$ cat src/rtl/tt_um_leg_solver.sv
// Leg solver tile: y = sqrt(h^2 - x^2) via shift-add squaring and a restoring bit-serial root.
// Optional macro LEG_ROUND_EN selects round-to-nearest instead of floor for the result.
module tt_um_leg_solver #(
   parameter int W      = 8,
   parameter int SQ_CYC = W
) (
   input  logic         clk,
   input  logic         rst_n,
   input  logic         ena,
   input  logic [7:0]   ui_in,
   input  logic [7:0]   uio_in,
   output logic [7:0]   uo_out,
   output logic [7:0]   uio_out,
   output logic [7:0]   uio_oe
);

   localparam int CW = $clog2(W);
   localparam logic [CW-1:0] SQ_LAST   = CW'(SQ_CYC - 1);
   localparam logic [CW-1:0] ROOT_LAST = CW'(W - 1);

   typedef enum logic [2:0] {IDLE, SQ_H, SQ_X, SUB, ROOT, FIN} state_t;

   state_t           state;
   logic [CW-1:0]    cnt;
   logic [W-1:0]     h_reg, x_reg, h_w, x_w;
   logic [2*W-1:0]   acc, mcand, h_sq, d;
   logic [W-1:0]     mplier;
   logic [2*W:0]     rem;
   logic [W-1:0]     root;
   logic [W-1:0]     y_q;
   logic             done_q, busy_q, err_q;

   logic             load_h, load_x, start;
   logic [2*W-1:0]   acc_add;
   logic [2*W:0]     rem_sh, trial;
   logic             fits;
   logic             unused_uio;

   assign load_h = uio_in[0];
   assign load_x = uio_in[1];
   assign start  = uio_in[2];
   assign unused_uio = &{1'b0, uio_in[7:3]};

   // One shift-add step and one restoring-root step, evaluated every cycle.
   assign acc_add = acc + (mplier[0] ? mcand : '0);
   assign rem_sh  = {rem[2*W-2:0], d[2*W-1:2*W-2]};
   assign trial   = {{(W-1){1'b0}}, root, 2'b01};
   assign fits    = (rem_sh >= trial);

`ifdef LEG_ROUND_EN
   // (r+0.5)^2 = r^2 + r + 0.25, so round up exactly when rem > r.
   function automatic logic [W-1:0] round_leg(input logic [W-1:0] r, input logic [2*W:0] rm);
      logic [W-1:0] one;
      one = {{(W-1){1'b0}}, 1'b1};
      round_leg = (rm > {{(W+1){1'b0}}, r}) ? r + one : r;
   endfunction
`endif

   always_ff @(posedge clk or negedge rst_n) begin
      if (!rst_n) begin
         state  <= IDLE;
         cnt    <= '0;
         h_reg  <= '0;
         x_reg  <= '0;
         h_w    <= '0;
         x_w    <= '0;
         acc    <= '0;
         mcand  <= '0;
         mplier <= '0;
         h_sq   <= '0;
         d      <= '0;
         rem    <= '0;
         root   <= '0;
         y_q    <= '0;
         done_q <= 1'b0;
         busy_q <= 1'b0;
         err_q  <= 1'b0;
      end else if (ena) begin
         case (state)
            IDLE: begin
               if (load_h) h_reg <= ui_in;
               if (load_x) x_reg <= ui_in;
               if (start) begin
                  h_w    <= h_reg;
                  x_w    <= x_reg;
                  acc    <= '0;
                  mcand  <= {{W{1'b0}}, h_reg};
                  mplier <= h_reg;
                  cnt    <= '0;
                  done_q <= 1'b0;
                  err_q  <= 1'b0;
                  busy_q <= 1'b1;
                  state  <= SQ_H;
               end
            end
            SQ_H: begin
               if (cnt == SQ_LAST) begin
                  h_sq   <= acc_add;
                  acc    <= '0;
                  mcand  <= {{W{1'b0}}, x_w};
                  mplier <= x_w;
                  cnt    <= '0;
                  state  <= SQ_X;
               end else begin
                  acc    <= acc_add;
                  mcand  <= {mcand[2*W-2:0], 1'b0};
                  mplier <= {1'b0, mplier[W-1:1]};
                  cnt    <= cnt + 1'b1;
               end
            end
            SQ_X: begin
               acc    <= acc_add;
               mcand  <= {mcand[2*W-2:0], 1'b0};
               mplier <= {1'b0, mplier[W-1:1]};
               if (cnt == SQ_LAST) begin
                  cnt   <= '0;
                  state <= SUB;
               end else begin
                  cnt <= cnt + 1'b1;
               end
            end
            SUB: begin
               // x > h has no real leg; feed zero through the root so timing is unchanged.
               if (x_w > h_w) begin
                  err_q <= 1'b1;
                  d     <= '0;
               end else begin
                  d <= h_sq - acc;
               end
               rem   <= '0;
               root  <= '0;
               cnt   <= '0;
               state <= ROOT;
            end
            ROOT: begin
               rem  <= fits ? rem_sh - trial : rem_sh;
               root <= {root[W-2:0], fits};
               d    <= {d[2*W-3:0], 2'b00};
               if (cnt == ROOT_LAST) begin
                  state <= FIN;
               end else begin
                  cnt <= cnt + 1'b1;
               end
            end
            FIN: begin
`ifdef LEG_ROUND_EN
               y_q <= round_leg(root, rem);
`else
               y_q <= root;
`endif
               done_q <= 1'b1;
               busy_q <= 1'b0;
               state  <= IDLE;
            end
            default: state <= IDLE;
         endcase
      end
   end

   assign uo_out  = y_q;
   assign uio_out = {done_q, busy_q, err_q, 5'b0_0000};
   assign uio_oe  = 8'b1110_0000;

endmodule
$ cat config.mk
export PLATFORM = sky130hd
export DESIGN_NAME = tt_um_leg_solver
export DESIGN_NICKNAME = d
export VERILOG_FILES = /design/src/rtl/tt_um_leg_solver.sv
export SDC_FILE = /design/constraint.sdc
export NUM_CORES = 1
export LEC_CHECK = 0
export ABC_AREA = 1
export CORE_ASPECT_RATIO = 0.8
export CORE_UTILIZATION = 50
export DETAILED_ROUTE_END_ITERATION = 12
export DONT_BUFFER_PORTS = 1
export MAX_ROUTING_LAYER = met4
export PLACE_DENSITY_LB_ADDON = 0.08
export SLEW_MARGIN = 25
export SYNTH_ARGS = -nofsm -noshare
export SYNTH_HDL_FRONTEND = slang
export SYNTH_SLANG_ARGS = --single-unit
$ cat constraint.sdc
create_clock -name clk -period 3.2 [get_ports clk]
set_input_delay 0.96 -clock clk [delete_from_list [all_inputs] [get_ports clk]]
set_output_delay 0.96 -clock clk [all_outputs]
set_load 0.01 [all_outputs]
==> results of run 1 <==
worst paths after layout:
check | from | end | cells past startpoint
min | rst_n | mcand[13] | 0
max in group asynchronous | rst_n | d[14] | 0
min reg2reg | h_sq[2] | h_sq[2] | 2
max reg2reg | mplier[0] | h_sq[10] | 12
min in group clk | h_sq[2] | h_sq[2] | 2
max | mplier[0] | h_sq[10] | 12
routing by layer:
| layer | GRT usage | routed length, µm |
|---|---|---|
| met4 | 0.0545 | 170 |
| met1 | 0.359 | 10400 |
| met5 | - | 0 |
| met2 | 0.350 | 8500 |
| met3 | 0.0502 | 817 |
logic make-up (layout without fill, tap and decap cells):
| kind of cell | count (synthesis) | after routing |
|---|---|---|
| DFF | 144 | 144 |
| other | 2 | 13 |
| adders and majority gates | 52 | 52 |
| and+or+nand+nor | 554 | 554 |
| buffers and inverters | 231 | 227 |
| AOI/OAI and AO/OA | 188 | 188 |
| xor gates and xnor gates | 15 | 15 |
power by group through the flow:
stage	combinational [mW]	clock [mW]	sequential [mW]
2_1_floorplan	4.57	0	2.82
3_3_place_gp	5.41	0	2.98
3_5_place_dp	5.48	0	2.99
4_1_cts	5.51	2.02	2.97
5_1_grt	6.33	2.11	3.06
6_report	5.51	1.99	2.97
worst max-delay path, cell delays in order, from the launching register on:
cell and delay, ns:
dfrtp_1 0.56, nand2_1 0.13, inv_1 0.04, ha_1 0.20, fa_1 0.41, nand3_1 0.10, nand3_1 0.17, nand2_1 0.11
nand2_1 0.13, a21oi_1 0.22, nand2_1 0.09, nand3_1 0.10, nand2_1 0.06
stage by stage:
stage	util	power, mW	setup slack [ns]	cell area (µm²)	std cells
floorplan	-	7.39	0.933	9010	1197
global placement	0.519	8.39	0.799	9050	1386
detailed placement	0.519	8.47	0.765	9050	1386
CTS	0.552	10.5	0.757	9630	1418
global route	0.552	11.5	0.522	9630	1418
finish	0.552	10.5	0.772	9630	1418
layout by cell type (no fill, tap or decap), types with 17 or more instances in the layout:
cell,count
nor2_1,60
o22ai_1,23
clkbuf_16,17
ha_1,50
a21oi_1,60
o21ai_0,68
nand2_1,339
dfrtp_1,144
nand3_1,81
inv_1,176
cell type report:
cell class / count / share of cell area
repair buffers: 8 / 0.00624
inverters: 187 / 0.0731
well taps: 225 / 0.0292
multi-input cells: 822 / 0.457
clock buffers: 17 / 0.0442
clock inverters: 15 / 0.0165
flip-flops and latches: 144 / 0.374
==> reports/results.txt, run 1 <==
Post-synth EDFFs - 0
Routed WL - 19900 µm
NetSw - 4.97 mW
Post-synth top cells - nand2_1, inv_1, dfrtp_1
Final min period - 2.43 ns
CTS resizes - 0
Syn Inst Count - 1186
Comb pwr share - 0.527
Sum Neg Setup Slack - 0 ns
post-synthesis cell area - 8970 µm²
drt wl/cell - 14.0 µm
Multi-input gate area - 4400 µm²
clk root buf - clkbuf_16
syn_area_per_cell - 7.57 µm²
worst-margin pin slew - 0.779 ns
CP startpoint kind - register
cell taking the most area after synthesis - dfrtp_1
insertion delay to the later sink of the worst-skew pair - 0.44 ns
io pins - 43
CTS Hold Bufs - 0
CTS clock-pin slew for the worst setup and hold paths - 0.07 ns
Hold Crit Class - in2async
Int Power - 5.50 mW
Sink Count - 144
clk buf depth - 2
area share of xor/xnor cells in the synthesized design - 0.0146
most common cell in the netlist - nand2_1
worst clock skew - 0.0186 ns
Power Density - 1090 nW/µm²
chip height - 122 µm
Synth Flop Type - dfrtp_1
adder-cell share of the synthesized area - 0.0742
Yosys reg bits - 144
global route overflow - 0
cts bufs inserted - 17
GR Util All Layers - 0.246
htree depth - 4
Sequential Power Share - 0.283
Clk network pwr share - 0.190
initial drt markers - 506
top cell type's share of synthesized area - 0.402
total area of sequential cells - 3600 µm²
synth unique cells - 51
antenna-violating nets left - 0
core area - 17400 µm²
final worst path period share - 0.759
worst path arrival time - 2.75 ns
register area share after synthesis - 0.402
drt drc - 0
Simple-Gate Fraction of Synth Area - 0.273
Net Sw Frac - 0.475
Nets - 1251
Leakage - 5.20 nW
unrepaired setup endpoints after global routing - false
row count - 43
post-synthesis async set-or-reset flop share - 1.00
VDD IR max - 572 µV
status - completed
post-synthesis mux area share - 0
TritonCTS clock tree - done
Slew Limit Fails - 0
Worst Hold Margin - 0.217 ns
final setup violation count - 0
r2r setup slk - 0.77 ns
final hold vios - 0
first-pass GRT wire length - 34300 µm
Synth Area in Compound Gates - 0.123
vias in the first global route - 6966
Worst Path Max Fanout - 17
Starting Density - 0.515
share of post-route cells with drive strength above 1 - 0.0821
main combinational cell family by area after synthesis - simple AND/OR/NAND/NOR gates
crit path capture type - register
# fillers - 1693
Fmax achieved - 412 MHz
vias - 7316
synth warn - 0
initial antenna violation count - 0
port bufs - 0
Post-CTS Setup Inserts - 0
critical path required time - 3.52 ns
Crit Path Class - reg2reg
Routability Congestion - 0.939
max cap viols - 0
top cells by area, synth - dfrtp_1, nand2_1, inv_1, ha_1, nand3_1
Rel. slew slack - 0.480
die width - 152 µm
Die Area - 18500 µm²
Inserted Diodes - 0
Via density - 5.16
drt pass-1 iters - 5
Final HPWL DP - 14600 µm
largest net degree at the start of global routing - 145
synthesis-to-finish area growth - 7.34%
Power figures use the tool's default switching activity.
==> run 2, diff against run 1 <==
==> constraint.sdc (replaced) <==
create_clock -name clk -period 2.39 [get_ports clk]
set_input_delay 0.717 -clock clk [delete_from_list [all_inputs] [get_ports clk]]
set_output_delay 0.717 -clock clk [all_outputs]
set_load 0.01 [all_outputs]
==> run 2 against run 1 <==
The flow now finishes with violations (negative hold slack). Critical path depth fell by 1. Die area did not move. Largest cell class unchanged. Core utilization up 0.55 points. Non-clock buffer count increased by 9. Critical path type unchanged. Via count rose by 0.53%.
==> reports/results.txt, run 2 (synthesis results as in run 1) <==
final worst path period share - 0.921 (+0.162)
drt drc - 0 (unchanged)
clk root buf - clkbuf_16
unrepaired setup endpoints after global routing - false
Int Power - 7.63 mW (+39%)
insertion delay to the later sink of the worst-skew pair - 0.43 ns (about the same)
htree depth - 4 (unchanged)
slowest stage delay, CP - 0.40 ns (-0.16 ns)
CTS clock-pin slew for the worst setup and hold paths - 0.06 ns (about the same)
first-pass GRT wire length - 34300 µm (-0.18%)
Worst Path Max Fanout - 15 (-2)
Sequential Power Share - 0.274 (-0.009)
Fmax achieved - 454 MHz (+10%)
CTS resizes - 0 (unchanged)
Leakage - 5.25 nW (+1.0%)
initial antenna violation count - 0 (unchanged)
Rel. slew slack - 0.567 (+0.0865)
Comb pwr share - 0.535 (+0.008)
Worst Hold Margin - -0.0202 ns (-0.237 ns)
synthesis-to-finish area growth - 8.39%
worst clock skew - 0.00942 ns (-0.00919 ns)
most frequent cells in the layout - nand2_1, inv_1, dfrtp_1, nand3_1, o21ai_0
final hold vios - 14 (+14)
status - complete, but fails checks
Final min period - 2.20 ns (-0.227 ns)
Final HPWL DP - 14900 µm (+1.8%)
max cap viols - 0 (unchanged)
worst path cell trace - buf_4 > nand2_1 > inv_1 > ha_1 > a21oi_1 > nand2_1 > a21oi_1 > nand2b_1 > nand3_1 > nand3_1 > nand2_1
crit path capture type - register
Die Area - 18500 µm² (unchanged)
worst path arrival time - 2.52 ns (-0.23 ns)
Inserted Diodes - 0 (unchanged)
Crit Path Class - reg2reg
VDD IR max - 852 µV (+49%)
row count - 43 (unchanged)
Max stage delay cell, worst path - dfrtp_1
GR Util All Layers - 0.247 (+0.000733)
Top cell by count, worst path - nand2_1
Post-CTS Setup Inserts - 0 (unchanged)
global route overflow - 0 (unchanged)
worst r2r src - mplier[0]
vias - 7355 (+0.53%)
R2R Path End - h_sq[13]
core area - 17400 µm² (unchanged)
Register-to-Register Path Depth - 11 (-1)
cts bufs inserted - 17 (unchanged)
Via density - 5.15 (-0.10%)
Slew Limit Fails - 0 (unchanged)
drt wl/cell - 14.1 µm (+0.43%)
antenna-violating nets left - 0 (unchanged)
final setup violation count - 0 (unchanged)
io pins - 43 (unchanged)
Routed WL - 20100 µm (+1.1%)
drt pass-1 iters - 5 (unchanged)
critical path required time - 2.71 ns (-0.81 ns)
TritonCTS clock tree - done
r2r setup slk - 0.19 ns (-0.58 ns)
CP startpoint kind - register
Routability Congestion - 0.943 (+0.35%)
vias in the first global route - 6916 (-0.72%)
chip height - 122 µm (unchanged)
NetSw - 6.64 mW (+34%)
worst-margin pin slew - 0.649 ns (-0.130 ns)
Net Sw Frac - 0.465 (-0.00961)
share of post-route cells with drive strength above 1 - 0.0890 (+0.00687)
Clk network pwr share - 0.190 (about the same)
largest net degree at the start of global routing - 145 (unchanged)
Nets - 1260 (+0.72%)
Starting Density - 0.515 (unchanged)
commonest non-fill, non-tap cell in the layout - nand2_1
Power Density - 1470 nW/µm² (+35%)
Hold Crit Class - in2async
clk buf depth - 2 (unchanged)
initial drt markers - 423 (-16%)
Sum Neg Setup Slack - 0 ns (unchanged)
Sink Count - 144 (unchanged)
failing checks - negative hold slack
port bufs - 0 (unchanged)
die width - 152 µm (unchanged)
-- run 2: how the worst max path moves through the flow --
stage                    from        to  slack, ns  cells after the start
global placement    mplier[0]  h_sq[13]       0.25                     11
CTS                 mplier[0]  h_sq[13]       0.19                     11
detailed placement  mplier[0]  h_sq[13]       0.21                     11
global route        mplier[0]  h_sq[14]       0.02                     13
floorplan           mplier[0]  h_sq[10]       0.12                     14
finish              mplier[0]  h_sq[13]       0.19                     11
-- run 2: critical path: cells and delay by family (launching register included) --
kind | cells | cell delay, ns
and+or+nand+nor | 6 | 0.68
AOI/OAI and AO/OA | 2 | 0.45
DFF | 1 | 0.40
adders and majority gates | 1 | 0.32
buffers and inverters | 2 | 0.24
-- run 2: power by group through the flow --
stage / combinational, mW / clock, mW / sequential [mW]
floorplan: 6.12 / 0 / 3.77
global placement: 7.51 / 0 / 3.93
detailed placement: 7.59 / 0 / 3.95
CTS: 7.63 / 2.77 / 3.92
global route: 8.73 / 2.87 / 4.02
finish: 7.63 / 2.72 / 3.92
-- run 2: final cells by class --
type / count / area (µm²)
repair buffers: 17 / 140
fillers: 1734 / 7710
clock inverters: 14 / 160
well taps: 225 / 282
clock buffers: 18 / 439
inverters: 187 / 704
flip-flops and latches: 144 / 3600
multi-input cells: 822 / 4400
-- run 2: through the flow --
stage | power (mW) | std cells | utilization | worst slack, ns | area [µm²]
after CTS | 14.3 | 1427 | 0.558 | 0.187 | 9730
after floorplan | 9.89 | 1197 | - | 0.123 | 9010
after detailed placement | 11.5 | 1395 | 0.524 | 0.209 | 9130
after global placement | 11.4 | 1395 | 0.524 | 0.254 | 9130
after global routing | 15.6 | 1427 | 0.558 | 0.0248 | 9730
final | 14.3 | 1427 | 0.558 | 0.189 | 9730
-- run 2: per-layer routing --
metal,vias up,part of all wire,track usage
li1,3799,-,-
met1,3415,0.53,0.363
met2,120,0.42,0.347
met3,21,0.039,0.0498
met4,0,0.011,0.0563
met5,-,0,-
